==> src/rtl/dev_tape_io_pkg.sv <==
// ----------------------------------------------------------------------------
// dev_tape_io_pkg
// Shared device defines for the paper-tape emulator: the character width and
// the character type used on every tape-side and host-side data path.
// ----------------------------------------------------------------------------
package dev_tape_io_pkg;

   localparam int CHAR_W = 5;

   typedef logic [CHAR_W-1:0] char_t;

endpackage

==> src/rtl/dev_tape_io_sync_fifo.sv <==
// ----------------------------------------------------------------------------
// sync_fifo
// Single-clock FIFO with show-ahead read. The head entry is always visible on
// `head` (forced to zero while empty). A push on a full FIFO is refused even if
// a pop happens in the same cycle. A pop on an empty FIFO is ignored.
//
// Ports:
//   clk, reset       : clock, synchronous active-high reset (empties FIFO)
//   push, push_data  : write request and data
//   pop              : consume the head entry
//   head             : current head entry (show-ahead)
//   full, empty      : occupancy flags
//   count            : occupancy, 0..DEPTH
// ----------------------------------------------------------------------------
module sync_fifo #(
   parameter int WIDTH = 5,
   parameter int DEPTH = 16
) (
   input  logic                     clk,
   input  logic                     reset,
   input  logic                     push,
   input  logic [WIDTH-1:0]         push_data,
   input  logic                     pop,
   output logic [WIDTH-1:0]         head,
   output logic                     full,
   output logic                     empty,
   output logic [$clog2(DEPTH):0]   count
);

   localparam int AW = $clog2(DEPTH);

   logic [WIDTH-1:0] mem_q [DEPTH];
   logic [AW-1:0]    wr_ptr_q, wr_ptr_d;
   logic [AW-1:0]    rd_ptr_q, rd_ptr_d;
   logic [AW:0]      count_q, count_d;
   logic             push_ok, pop_ok;

   assign full  = (count_q == (AW+1)'(DEPTH));
   assign empty = (count_q == '0);
   assign count = count_q;
   // Gate the head so an empty FIFO never shows stale storage.
   assign head  = empty ? '0 : mem_q[rd_ptr_q];

   always_comb begin
      push_ok  = push && !full;
      pop_ok   = pop && !empty;
      wr_ptr_d = wr_ptr_q;
      rd_ptr_d = rd_ptr_q;
      count_d  = count_q;
      // Pointers wrap naturally since DEPTH is a power of two.
      if (push_ok) wr_ptr_d = wr_ptr_q + AW'(1);
      if (pop_ok)  rd_ptr_d = rd_ptr_q + AW'(1);
      case ({push_ok, pop_ok})
         2'b10:   count_d = count_q + (AW+1)'(1);
         2'b01:   count_d = count_q - (AW+1)'(1);
         default: count_d = count_q;
      endcase
   end

   always_ff @(posedge clk) begin
      if (reset) begin
         wr_ptr_q <= '0;
         rd_ptr_q <= '0;
         count_q  <= '0;
      end else begin
         wr_ptr_q <= wr_ptr_d;
         rd_ptr_q <= rd_ptr_d;
         count_q  <= count_d;
      end
   end

   // Storage needs no reset: the flags and head gating hide its contents.
   always_ff @(posedge clk) begin
      if (push_ok) mem_q[wr_ptr_q] <= push_data;
   end

endmodule

==> src/rtl/dev_tape_io.sv <==
// ----------------------------------------------------------------------------
// dev_tape_io
// Paper-tape device emulator. A reader path moves host characters through a
// FIFO to the core's input handshake, paced by READ_GAP idle cycles per
// character. A punch path captures the core's output characters into a FIFO
// drained by the host, paced by PUNCH_GAP idle cycles after each release.
// DEPTH must be a power of two >= 2; READ_GAP and PUNCH_GAP must be >= 1.
//
// Ports:
//   clk, reset                       : clock, synchronous active-high reset
//   host_rd_data/val/rdy             : host -> reader FIFO stream
//   dev_input_rdy                    : core waiting for an input character
//   dev_input_val, dev_input_data    : one-cycle strobe + held character
//   dev_output_rdy, dev_output_data  : core presenting an output character
//   dev_output_ack                   : one-cycle capture acknowledge
//   host_pu_data/val/rdy             : punch FIFO -> host stream (show-ahead)
//   rd_starved                       : core waiting on an empty reader FIFO
//   rd_count, pu_count               : FIFO occupancies
// ----------------------------------------------------------------------------
module dev_tape_io
   import dev_tape_io_pkg::*;
#(
   parameter int DEPTH     = 16,
   parameter int READ_GAP  = 4,
   parameter int PUNCH_GAP = 4
) (
   input  logic                   clk,
   input  logic                   reset,
   input  logic [CHAR_W-1:0]      host_rd_data,
   input  logic                   host_rd_val,
   output logic                   host_rd_rdy,
   input  logic                   dev_input_rdy,
   output logic                   dev_input_val,
   output logic [CHAR_W-1:0]      dev_input_data,
   input  logic                   dev_output_rdy,
   input  logic [CHAR_W-1:0]      dev_output_data,
   output logic                   dev_output_ack,
   output logic [CHAR_W-1:0]      host_pu_data,
   output logic                   host_pu_val,
   input  logic                   host_pu_rdy,
   output logic                   rd_starved,
   output logic [$clog2(DEPTH):0] rd_count,
   output logic [$clog2(DEPTH):0] pu_count
);

   localparam int RGW = $clog2(READ_GAP + 1);
   localparam int PGW = $clog2(PUNCH_GAP + 1);

   typedef enum logic [1:0] {R_IDLE, R_PRESENT, R_GAP} r_state_t;
   typedef enum logic [1:0] {P_IDLE, P_ACK, P_WAITLOW, P_GAP} p_state_t;

   // ---------------------------------------------------------------- FIFOs
   char_t rd_head, pu_head;
   logic  rd_full, rd_empty, rd_pop;
   logic  pu_full, pu_empty, pu_push;

   assign host_rd_rdy = !rd_full && !reset;

   sync_fifo #(.WIDTH(CHAR_W), .DEPTH(DEPTH)) u_rd_fifo (
      .clk       (clk),
      .reset     (reset),
      .push      (host_rd_val && host_rd_rdy),
      .push_data (host_rd_data),
      .pop       (rd_pop),
      .head      (rd_head),
      .full      (rd_full),
      .empty     (rd_empty),
      .count     (rd_count)
   );

   sync_fifo #(.WIDTH(CHAR_W), .DEPTH(DEPTH)) u_pu_fifo (
      .clk       (clk),
      .reset     (reset),
      .push      (pu_push),
      .push_data (dev_output_data),
      .pop       (host_pu_rdy),
      .head      (pu_head),
      .full      (pu_full),
      .empty     (pu_empty),
      .count     (pu_count)
   );

   assign host_pu_data = pu_head;
   assign host_pu_val  = !pu_empty;

   // --------------------------------------------------------------- reader
   r_state_t         r_state_q, r_state_d;
   logic [RGW-1:0]   r_gap_q, r_gap_d;
   char_t            in_data_q, in_data_d;
   logic             starved_q, starved_d;

   always_comb begin
      r_state_d = r_state_q;
      r_gap_d   = r_gap_q;
      in_data_d = in_data_q;
      starved_d = 1'b0;
      rd_pop    = 1'b0;
      case (r_state_q)
         R_IDLE: begin
            starved_d = dev_input_rdy && rd_empty;
            if (dev_input_rdy && !rd_empty) begin
               rd_pop    = 1'b1;
               in_data_d = rd_head;
               r_state_d = R_PRESENT;
            end
         end
         R_PRESENT: begin
            // Gap lasts READ_GAP cycles: load N-1 and leave on zero.
            r_gap_d   = RGW'(READ_GAP - 1);
            r_state_d = R_GAP;
         end
         R_GAP: begin
            if (r_gap_q == '0) r_state_d = R_IDLE;
            else               r_gap_d   = r_gap_q - RGW'(1);
         end
         default: r_state_d = R_IDLE;
      endcase
   end

   always_ff @(posedge clk) begin
      if (reset) begin
         r_state_q <= R_IDLE;
         r_gap_q   <= '0;
         in_data_q <= '0;
         starved_q <= 1'b0;
      end else begin
         r_state_q <= r_state_d;
         r_gap_q   <= r_gap_d;
         in_data_q <= in_data_d;
         starved_q <= starved_d;
      end
   end

   assign dev_input_val  = (r_state_q == R_PRESENT);
   assign dev_input_data = in_data_q;
   assign rd_starved     = starved_q;

   // ---------------------------------------------------------------- punch
   p_state_t         p_state_q, p_state_d;
   logic [PGW-1:0]   p_gap_q, p_gap_d;

   always_comb begin
      p_state_d = p_state_q;
      p_gap_d   = p_gap_q;
      pu_push   = 1'b0;
      case (p_state_q)
         P_IDLE: begin
            // When full the ack is withheld; the core keeps its level high.
            if (dev_output_rdy && !pu_full) begin
               pu_push   = 1'b1;
               p_state_d = P_ACK;
            end
         end
         P_ACK: p_state_d = P_WAITLOW;
         P_WAITLOW: begin
            // A held level must drop before the next capture is armed.
            if (!dev_output_rdy) begin
               p_gap_d   = PGW'(PUNCH_GAP - 1);
               p_state_d = P_GAP;
            end
         end
         P_GAP: begin
            if (p_gap_q == '0) p_state_d = P_IDLE;
            else               p_gap_d   = p_gap_q - PGW'(1);
         end
         default: p_state_d = P_IDLE;
      endcase
   end

   always_ff @(posedge clk) begin
      if (reset) begin
         p_state_q <= P_IDLE;
         p_gap_q   <= '0;
      end else begin
         p_state_q <= p_state_d;
         p_gap_q   <= p_gap_d;
      end
   end

   assign dev_output_ack = (p_state_q == P_ACK);

endmodule

==> config.mk <==
export PLATFORM = sky130hd
export DESIGN_NAME = dev_tape_io
export DESIGN_NICKNAME = d
export VERILOG_FILES = /design/src/rtl/dev_tape_io_pkg.sv /design/src/rtl/dev_tape_io_sync_fifo.sv /design/src/rtl/dev_tape_io.sv
export SDC_FILE = /design/constraint.sdc
export NUM_CORES = 1
export LEC_CHECK = 0
export CORE_ASPECT_RATIO = 1.5
export CORE_MARGIN = 2
export CORE_UTILIZATION = 65
export CTS_CLUSTER_DIAMETER = 50
export CTS_CLUSTER_SIZE = 30
export DETAILED_ROUTE_END_ITERATION = 6
export PLACE_DENSITY = 0.91
export REMOVE_ABC_BUFFERS = 1
export SKIP_LAST_GASP = 1
export SLEW_MARGIN = 10
export SYNTH_ARGS = -nofsm -noshare
export SYNTH_HDL_FRONTEND = slang
export SYNTH_SLANG_ARGS = --single-unit
==> constraint.sdc <==
create_clock -name clk -period 5.6 [get_ports clk]
set_input_delay 1.12 -clock clk [delete_from_list [all_inputs] [get_ports clk]]
set_output_delay 1.12 -clock clk [all_outputs]
set_load 0.05 [all_outputs]
# After elaboration in Yosys (flattened, before gate mapping)
# Memories as Yosys holds them, arrays and structs flattened. A register that Yosys moved wholly into a read port is not among the register bits.
# Index checks and enable logic that the tools add are counted.
# W data, S select, Z words.
# classes
addsub,10
n_eq_ne,18
muxes,25
n_bitwise,1
reduce_logical,30
# op_table
operator,n
$pmux W5 S2,2
$add A4 B1 Y4 const B,4
$ne A2 B2 Y1 const B,7
$pmux W3 S2,2
$add A5 B1 Y5 const B,2
$eq A2 B2 Y1 const B,5
$eq A5 B5 Y1 const B,2
$logic_not A5 Y1,2
$mux W2,5
$sub A5 B1 Y5 const B,2
$logic_and A1 B1 Y1,9
$mux W3,3
$eq A2 B1 Y1 const B,4
$mux W1,8
$mux W4,2
$pmux W2 S4,1
$reduce_bool A2 Y1,4
$logic_not A3 Y1,2
$pmux W2 S3,1
$reduce_and A2 Y1,3
$reduce_and A3 Y1,2
$sub A3 B1 Y3 const B,2
$logic_not A1 Y1,5
$mux W5,1
other kinds (3),4
# totals
register_bits,37
mem_bits_rw,160
in_bits,16
out_inout_bits,25
word_cells,97
memories,2
# memory_table
memory,words,width,read_ports,rd_ports_with_merged_regs,write_ports,line,source
u_pu_fifo.mem_q,16,5,1,1,1,dev_tape_io_sync_fifo.sv:32,logic [WIDTH-1:0] mem_q [DEPTH];
u_rd_fifo.mem_q,16,5,1,1,1,dev_tape_io_sync_fifo.sv:32,

# Depth between registers and ports, before layout
# Gate-level depths: netlist of the first run.
# depth
ltp_word,8
depth_mapped,13
ltp_nobuf,12

# Hierarchy
# Synthesis of the first run repeated with hierarchy kept, for this count alone.
# hier_totals
cells_unflattened,604
hier_area_um2,9106.2
# by_module_without_submodules
mod,instances,cells_per_inst,area_per_inst_um2,seq_area_each_um2
sync_fifo (u_pu_fifo),1,259,4150.2,2742.6
sync_fifo (u_rd_fifo),1,253,4101.4,2742.6
dev_tape_io,1,92,854.6,320.3

# Worst setup path after synthesis of the first run
# OpenSTA, ideal clock, no wires.
# synth_path
path_type,flip-flop to output port
from,register u_pu_fifo.count_q[1] (netlist: u_pu_fifo.count[1])
to,output port host_pu_data[0]
arrival_time_ns,2.286
required_ns,4.480
path_slack_ns,2.194
path_stages_with_launch,7
path_buffers,2
path_cell_list,dfxtp_1 > buf_2 > or4_4 > buf_6 > nor2_1 > or2_2 > o22ai_1
# synth_via
elab_chain_len,2
# synth_rtl
element,line,source
start: declaration,dev_tape_io_sync_fifo.sv:35,"logic [AW:0] count_q, count_d;"
start signal: assignment,dev_tape_io_sync_fifo.sv:68,count_q <= count_d;
$logic_not A5 Y1,dev_tape_io_sync_fifo.sv:39,assign empty = (count_q == '0);
$mux W5,dev_tape_io_sync_fifo.sv:42,assign head = empty ? '0 : mem_q[rd_ptr_q];
end: declaration,dev_tape_io.sv:38,"output logic [CHAR_W-1:0] host_pu_data,"
# Every way passes these cells.

==> results of run 1 <==
## through the flow
stage,setup WS [ns],hold WS (ns),cells
detailed placement,1.23,0.467,783
finish,1.53,0.490,803
global placement,1.43,0.460,783
floorplan,2.23,0.443,578
global route,1.36,0.539,803
CTS,1.51,0.484,803
## metal layers
metal | track usage | vias to the layer above
met5 | 0 | -
met4 | 0.104 | 0
met3 | 0.0352 | 51
met2 | 0.441 | 221
met1 | 0.279 | 2550
li1 | - | 2364
## critical path: stages, from the launching register on
cell,delay [ns]
dfxtp_1,0.96
mux4_2,0.42
mux2i_1,0.27
o22ai_1,0.11
clkdlybuf4s50_1,0.72
## worst paths after layout
check / depth (start not counted) / to / slack (ns)
min: 1 / p_gap_q[0] / 0.49
max: 4 / host_pu_data[3] / 1.53
min reg2reg: 1 / p_gap_q[0] / 0.49
max reg2reg: 9 / u_rd_fifo.count[4] / 2.47
## kinds of logic (layout without fill, tap and decap cells)
| kind of cell | count (synthesis) | count (layout) | synth area share |
|---|---|---|---|
| adders and majority gates | 26 | 26 | 0.0367 |
| buffers and inverters | 58 | 85 | 0.0291 |
| DFF | 206 | 206 | 0.646 |
| xor gates and xnor gates | 17 | 17 | 0.0168 |
| AOI/OAI and AO/OA | 89 | 89 | 0.0709 |
| and+or+nand+nor | 134 | 134 | 0.0764 |
| muxes | 84 | 84 | 0.124 |
## sequential cells by signal, summed over array words and instances, names as in the netlist, named ones only
register,count
u_rd_fifo.count,5
u_pu_fifo.count,5
u_pu_fifo.mem_q,80
u_rd_fifo.mem_q,80
u_pu_fifo.wr_ptr_q,4
u_rd_fifo.wr_ptr_q,4
u_pu_fifo.rd_ptr_q,4
rd_starved,1
dev_input_data,5
p_state_q,2
u_rd_fifo.rd_ptr_q,4
r_gap_q,3
r_state_q,2
p_gap_q,3
## where the power goes
group          leakage (uW)  internal (uW)  total, uW  switching, uW
clock network      0.000200            453        962            509
registers           0.00182           1770       1930            157
logic               0.00112            620       1600            978
total               0.00313           2840       4490           1640
## layout make-up
cell class	instances	area, um^2
Tap cell	162	203
Inverter	22	82.6
Multi-Input combinational cell	350	2870
Sequential cell	206	5730
Timing Repair Buffer	43	423
Clock inverter	6	82.6
Clock buffer	14	329
Fill cell	804	3680
## placed cells by master (no fill, tap or decap), drive strengths merged, types with 8 or more instances in the layout
cell and n:
o21ai 13, o22ai 27, nand2 23, inv 25
mux4 20, ha 26, clkbuf 14, xor2 12
dfxtp 46, nand2b 8, a21oi 16, edfxtp 160
nor2 50, clkdlybuf4s50 40, mux2i 61, nor3 11
==> reports/qor.yml, run 1 <==
outcome:
  status: "complete, no violations"
floorplanning:
  rows: 52
  fp.dieArea_mm2: 0.0146
  die_h_um: 147
  core-area_mm2: 0.0134
  start_util: 0.661
  io_pins: 41
  die_width_um: 99.3
timing:
  skew_ns: 0.0120
  period_needed_ns: 4.07
  slew_viol_final: 0
  max_freq_mhz: 246
  worst_slew_pin_slew_ns: 0.943
  setup_viol: 0
  maxSlewHeadroom: 0.371
  rsz0062_at_grt: "false"
  hold_violations: 0
  fin_setup_tns_ns: 0
  post-route-period-util: 0.726
routing:
  top_layer_used: "met4"
  dr_wl_met3_um: 1030
  wl_met2_um: 9390
  via_per_inst: 6.46
  antenna_left: 0
  firstDrtPassIters: 6
  vias: 5186
  drc: 0
  wl_met1_um: 6150
  drtIter0Drc: 354
  wire_per_inst_um: 21.4
  wl_um: 17200
cts:
  post_cts_resize_count: 0
  clk_path_buf_depth: 3
  clock_latency_ns: 0.47
  cts_inserted_buffers: 12
  h-tree-depth: 1
  ctsHoldBuffers: 0
  root_buffer: "clkbuf_16"
  cts_setup_buffers: 0
  cts_tree: "built"
  cts_sinks: 206
  clk_pin_slew_worst_paths_ns: 0.10
min_path:
  hold_start: "p_gap_q[0]"
  hold_class: "reg -> reg"
placed_design:
  portBuffers: 40
  place_congestion: 0.835
  placed_cell_area_mm2: 0.00931
  dp_hpwl_um: 11600
synthesis:
  yosysMostFrequentCell: "edfxtp_1"
  synth-seq-cells: 206
  syn_area_mm2: 0.00886
  synth-edff-count: 160
  ys_seq_area_frac: 0.646
  synth_common_cells: "edfxtp_1 (160), mux2i_1 (61), nor2_1 (50)"
  synth_top_area_frac: 0.542
  ys_async_sr_fraction: 0
  ys.flop_type: "edfxtp_1"
  avgSynthCellArea_um2: 14.4
  synthCells: 614
  netlist_top_cells_area: "edfxtp_1 (54%), dfxtp_1 (10%), mux2i_1 (6.9%)"
  synth.distinct_cells: 59
  yosysWarnings: 0
  yosys.area.top_type: "edfxtp_1"
cells_and_area:
  fin_util: 0.725
  n_antenna_cell: 0
  areaGrowthSynthToFinish_pct: 9.75
  nNetsFinal: 677
  drive_above_1_share: 0.0952
  fin_area_mm2: 0.00972
critical_path:
  crit_path_end_kind: "output pin"
  required_ns: 4.48
  worst_setup_path_start_kind: "flop"
  path_class: "reg -> out"
  timing.rr.start: "u_rd_fifo.count[1]"
  critPathArrivalTime_ns: 2.95
  crit_fanout: 20
global_route:
  grt_overflow_total: 0
  grt_antenna_before_repair: 0
  grtUsageTotal: 0.241
  grt_max_degree: 43
  grt_pass1_wl_um: 27500
  first_global_vias: 5335
pwr:
  p_per_area_mw_per_mm2: 461
  vdd_drop_max_mv: 0.425
  p_total_uw: 4490
  p_leak_uw: 0.00313
job:
  maxCapViolCount: 0
Note: power is estimated with default switching activity, not from simulation.
==> run 2, diff against run 1 <==
CORE_UTILIZATION = 54   (was 65)
PLACE_DENSITY = 0.81   (was 0.91)
clock period = 3.61 ns   (was 5.6 ns; I/O delays follow)
==> run 2 against run 1 <==
Non-clock buffer count up 12. Combinational power grew 61%. Total power up 57%. First-iteration DRC count decreased by 34%. Via count decreased by 1.1%. Wire length up 1.7%. Count of clock-buffer cells in the layout grew 1. Critical path type unchanged. Critical endpoint is now host_pu_val.
==> reports/qor.yml, run 2 (synthesized netlist as in run 1, its figures left out) <==
outcome:
  status: "complete, no violations"
floorplanning:
  core-area_mm2: 0.0161  # +20%
  io_pins: 41  # unchanged
  rows: 57  # +9.6%
  start_util: 0.550  # -0.111
  die_h_um: 161  # +9.5%
  fp.dieArea_mm2: 0.0175  # +20%
  die_width_um: 109  # +9.3%
cts:
  clk_pin_slew_worst_paths_ns: 0.08  # -0.02 ns
  cts_sinks: 206  # unchanged
  h-tree-depth: 1  # unchanged
  clk_path_buf_depth: 3  # unchanged
  cts_tree: "built"
  ctsHoldBuffers: 0  # unchanged
  clock_latency_ns: 0.48  # about the same
  cts_setup_buffers: 0  # unchanged
  root_buffer: "clkbuf_16"
  cts_inserted_buffers: 13  # +1
global_route:
  grt_overflow_total: 0  # unchanged
  grt_antenna_before_repair: 0  # unchanged
  grtUsageTotal: 0.206  # -0.0352
  first_global_vias: 5396  # +1.1%
  grt_pass1_wl_um: 27600  # +0.50%
  grt_max_degree: 38  # -12%
job:
  maxCapViolCount: 0  # unchanged
cells_and_area:
  nNetsFinal: 690  # +1.9%
  fin_area_mm2: 0.00991  # +1.9%
  drive_above_1_share: 0.115  # +0.0195
  n_antenna_cell: 0  # unchanged
  areaGrowthSynthToFinish_pct: 11.8
  final_common_cell: "edfxtp_1"
  layout_common_cells: "edfxtp_1 (160), mux2i_1 (61), nor2_1 (50)"
  reg_top3: "u_pu_fifo.mem_q x80, u_rd_fifo.mem_q x80"
  instances_no_fill: 860  # +7.1%
timing:
  setup_viol: 0  # unchanged
  post-route-period-util: 0.892
  setup_slack_ns: 0.390  # -1.14 ns
  skew_ns: 0.0300  # +0.0181 ns
  maxSlewHeadroom: 0.257  # -0.114
  fin_hold_ws_ns: 0.501  # +0.0119 ns
  worst_slew_pin_slew_ns: 1.12  # +0.173 ns
  rsz0062_at_grt: "false"
  fin_setup_tns_ns: 0  # unchanged
  hold_violations: 0  # unchanged
  slew_viol_final: 0  # unchanged
  max_freq_mhz: 311
  period_needed_ns: 3.22
critical_path:
  path_class: "reg -> out"
  worst_setup_path_start_kind: "flop"
  critPathMaxStageDelay_ns: 0.70  # -0.26 ns
  required_ns: 2.89  # -1.59 ns
  crit_fanout: 11  # -45%
  crit_chain: "or4_4 > nor2_1 > inv_1 > clkdlybuf4s50_1"
  crit_slowest_cell: "clkdlybuf4s50_1"
  crit_path_end_kind: "output pin"
  critPathArrivalTime_ns: 2.50  # -0.45 ns
pwr:
  p_leak_uw: 0.00329  # +4.8%
  p_per_area_mw_per_mm2: 711  # +54%
  vdd_drop_max_mv: 0.769  # +81%
routing:
  firstDrtPassIters: 5  # -1
  drc: 0  # unchanged
  wl_um: 17500  # +1.7%
  via_per_inst: 5.96  # -7.7%
  antenna_left: 0  # unchanged
  wire_per_inst_um: 20.3  # -5.1%
  drtIter0Drc: 235  # -34%
  vias: 5128  # -1.1%
placed_design:
  placed_cell_area_mm2: 0.00946  # +1.7%
  pre_cts_ws_ns: 0.127  # -1.10 ns
  post-place-cells: 839  # +7.2%
  place_congestion: 0.858  # +2.8%
  dp_hpwl_um: 12500  # +7.1%
  portBuffers: 40  # unchanged
min_path:
  hold_class: "reg -> reg"
run 2: cell types whose count changed in the layout (fill, tap and decap cells not counted), moves of 2 or more:
cell	delta
buf_4	+12
clkdlybuf4s50_1	-6
clkinv_4	+2
dlymetal6s2s_1	+5
inv_8	-2
run 2: report_power, final:
part | switching (uW) | internal, uW
Clock | 779 | 744
Sequential | 205 | 2740
Combinational | 1560 | 1010
Total | 2550 | 4490
run 2: per-layer routing:
| layer | global-route usage | wire length [um] | share of wire | vias up |
|---|---|---|---|---|
| met5 | 0 | 0 | 0 | - |
| met3 | 0.0231 | 713 | 0.041 | 49 |
| li1 | - | - | - | 2395 |
| met2 | 0.395 | 9980 | 0.57 | 162 |
| met1 | 0.221 | 6100 | 0.35 | 2522 |
| met4 | 0.0903 | 678 | 0.039 | 0 |
run 2: final cells by class:
class,count,area [um^2]
Fill cell,1225,6210
Sequential cell,206,5730
Multi-Input combinational cell,350,2870
Timing Repair Buffer,55,536
Clock buffer,15,354
Tap cell,206,258
Inverter,22,82.6
Clock inverter,6,75.1
run 2: critical path: cells and delay by family, from the launching register on:
| kind | cells | cell delay [ns] |
|---|---|---|
| and+or+nand+nor | 2 | 0.84 |
| buffers and inverters | 2 | 0.78 |
| DFF | 1 | 0.42 |
run 2: through the flow:
stage	utilization	total power, uW
2_1_floorplan	-	4760
3_3_place_gp	0.587	5450
3_5_place_dp	0.587	5580
4_1_cts	0.614	7090
5_1_grt	0.615	7370
6_report	0.615	7040
run 2: worst paths after layout:
kind	cells after the start	slack [ns]	start	to
worst min-delay path	1	0.50	p_gap_q[0]	p_gap_q[0]
worst max register to register	10	0.52	u_pu_fifo.count[2]	u_pu_fifo.count[4]
worst min register to register	1	0.50	p_gap_q[0]	p_gap_q[0]
worst max-delay path	4	0.39	u_pu_fifo.count[2]	host_pu_val
run 2: timing repair:
item / in CTS / in global routing
endpoints found under the setup margin: 0 / 5
resized for setup: 0 / 5
hold endpoints to repair: 0 / 0
==> run 3, diff against run 2 <==
CORE_MARGIN = 3   (was 2)
GPL_ROUTABILITY_DRIVEN = 0   (was unset)
==> run 3 against run 2 <==
Final cell count shrank 0.58%. Non-clock buffer count shrank 5. Setup slack lost 0.31 ns. Utilization grew 1.4 points. Highest routed layer unchanged.
==> reports/qor.yml, run 3 (synthesized netlist as in run 1, its figures left out) <==
cts:
  cts_tree: "built"
  clk_pin_slew_worst_paths_ns: 0.10  # +0.02 ns
  cts_setup_buffers: 0  # unchanged
  cts_inserted_buffers: 14  # +1
  clock_latency_ns: 0.48  # about the same
  root_buffer: "clkbuf_16"
  h-tree-depth: 1  # unchanged
  cts_sinks: 206  # unchanged
  clk_path_buf_depth: 3  # unchanged
timing:
  setup_viol: 0  # unchanged
  post-route-period-util: 0.978  # +0.0857
  maxSlewHeadroom: 0.379  # +0.123
  fin_setup_tns_ns: 0  # unchanged
  slew_viol_final: 0  # unchanged
  hold_violations: 0  # unchanged
  setup_slack_ns: 0.0802  # -0.309 ns
  period_needed_ns: 3.53  # +0.309 ns
  rsz0062_at_grt: "false"
  worst_slew_pin_slew_ns: 0.931  # -0.184 ns
  max_freq_mhz: 283  # -8.8%
  skew_ns: 0.0198  # -0.0102 ns
cells_and_area:
  final_common_cell: "edfxtp_1"
  nFillCells: 1182  # -3.5%
  regArea_mm2: 0.00573  # unchanged
  areaGrowthSynthToFinish_pct: 12.3
  n_antenna_cell: 0  # unchanged
  layout_common_cells: "edfxtp_1 (160), mux2i_1 (61), nor2_1 (50)"
  drive_above_1_share: 0.112  # -0.00272
  nNetsFinal: 686  # -0.58%
  reg_top3: "u_pu_fifo.mem_q x80, u_rd_fifo.mem_q x80"
  fin_area_mm2: 0.00995  # +0.44%
  multi_input_area_mm2: 0.00287  # unchanged
placed_design:
  pre_cts_ws_ns: 0.289  # +0.161 ns
  dp_hpwl_um: 12400  # -0.85%
  placed_cell_area_mm2: 0.00942  # -0.44%
  portBuffers: 40  # unchanged
critical_path:
  critPathArrivalTime_ns: 2.81  # +0.31 ns
  reg2reg_setup_slack_ns: 0.47  # -0.05 ns
  crit_path_end_kind: "output pin"
  worst_setup_path_start_kind: "flop"
  crit_fanout: 11  # unchanged
  required_ns: 2.89  # about the same
  path_class: "reg -> out"
  timing.rr.start: "u_pu_fifo.count[2]"
  crit_start: "u_pu_fifo.count[2]"
pwr:
  p_leak_uw: 0.00327  # -0.42%
  p_per_area_mw_per_mm2: 727  # +2.4%
  vdd_drop_max_mv: 0.707  # -8.1%
routing:
  vias: 5077  # -0.99%
  drc: 0  # unchanged
  firstDrtPassIters: 5  # unchanged
  drtIter0Drc: 273  # +16%
  wl_um: 17000  # -2.6%
  via_per_inst: 5.94  # -0.42%
  wire_per_inst_um: 19.9  # -2.0%
  antenna_left: 0  # unchanged
global_route:
  first_global_vias: 5299  # -1.8%
  grtUsageTotal: 0.192  # -0.0140
  grt_max_degree: 38  # unchanged
  grt_pass1_wl_um: 27700  # +0.28%
  grt_overflow_total: 0  # unchanged
  grt_antenna_before_repair: 0  # unchanged
outcome:
  status: "complete, no violations"
floorplanning:
  die_h_um: 163  # +1.2%
  io_pins: 41  # unchanged
  start_util: 0.559  # +0.00981
  die_width_um: 111  # +1.8%
  rows: 56  # -1.8%
  fp.dieArea_mm2: 0.0180  # +3.1%
  core-area_mm2: 0.0158  # -1.8%
min_path:
  hold_start: "p_state_q[1]"
  hold_class: "reg -> reg"
job:
  maxCapViolCount: 0  # unchanged
[run 3: changes by cell type in the layout (fill, tap and decap cells not counted), sizes merged]
cell           before  now
buf                16   11
clkdlybuf4s50      34   36
clkinv              4    3
dlymetal6s2s        5    3
inv                24   28
[run 3: area by class of cell]
cell class,count,share of cell area
flip-flops and latches,206,0.576
multi-input cells,350,0.289
repair buffers,50,0.0495
clock buffers,15,0.0377
well taps,203,0.0255
clock inverters,9,0.0145
inverters,22,0.00830
[run 3: where the power goes]
part           switching [uW]  total [uW]  internal (uW)
registers                 207        2950           2740
clock network             893        1740            843
logic                    1560        2550            995
[run 3: path summary, 6_finish.rpt]
| check | to | depth (start not counted) |
|---|---|---|
| worst max-delay path | host_pu_data[3] | 4 |
| worst min-delay path | p_state_q[1] | 2 |
| worst max register to register | u_pu_fifo.count[4] | 10 |
| worst min register to register | p_state_q[1] | 2 |
[run 3: worst max-delay path, cell delays in order, from the launching register on]
cell             delay [ns]
dfxtp_1                0.43
or4_4                  0.66
o21ai_1                0.34
o22ai_1                0.16
clkdlybuf4s50_1        0.73
[run 3: what timing repair did]
action	in CTS	in global routing
endpoints found under the setup margin	0	3
hold buffers	0	0
endpoints found under the hold margin	0	0
gates resized for setup	0	3
[run 3: per-layer routing]
| metal | GRT usage | routed length (um) | share of wire |
|---|---|---|---|
| met5 | 0 | 0 | 0 |
| met4 | 0.0667 | 488 | 0.029 |
| met2 | 0.385 | 9990 | 0.59 |
| met3 | 0.0238 | 622 | 0.037 |
| met1 | 0.205 | 5920 | 0.35 |
[run 3: stage by stage]
| stage | util | cells | hold WS [ns] | total power (uW) |
|---|---|---|---|---|
| floorplan | - | 578 | 0.443 | 4760 |
| finish | 0.628 | 855 | 0.509 | 7240 |
| CTS | 0.628 | 855 | 0.500 | 7290 |
| global route | 0.628 | 855 | 0.534 | 7590 |
| detailed placement | 0.595 | 831 | 0.488 | 5560 |
| global placement | 0.595 | 831 | 0.463 | 5430 |
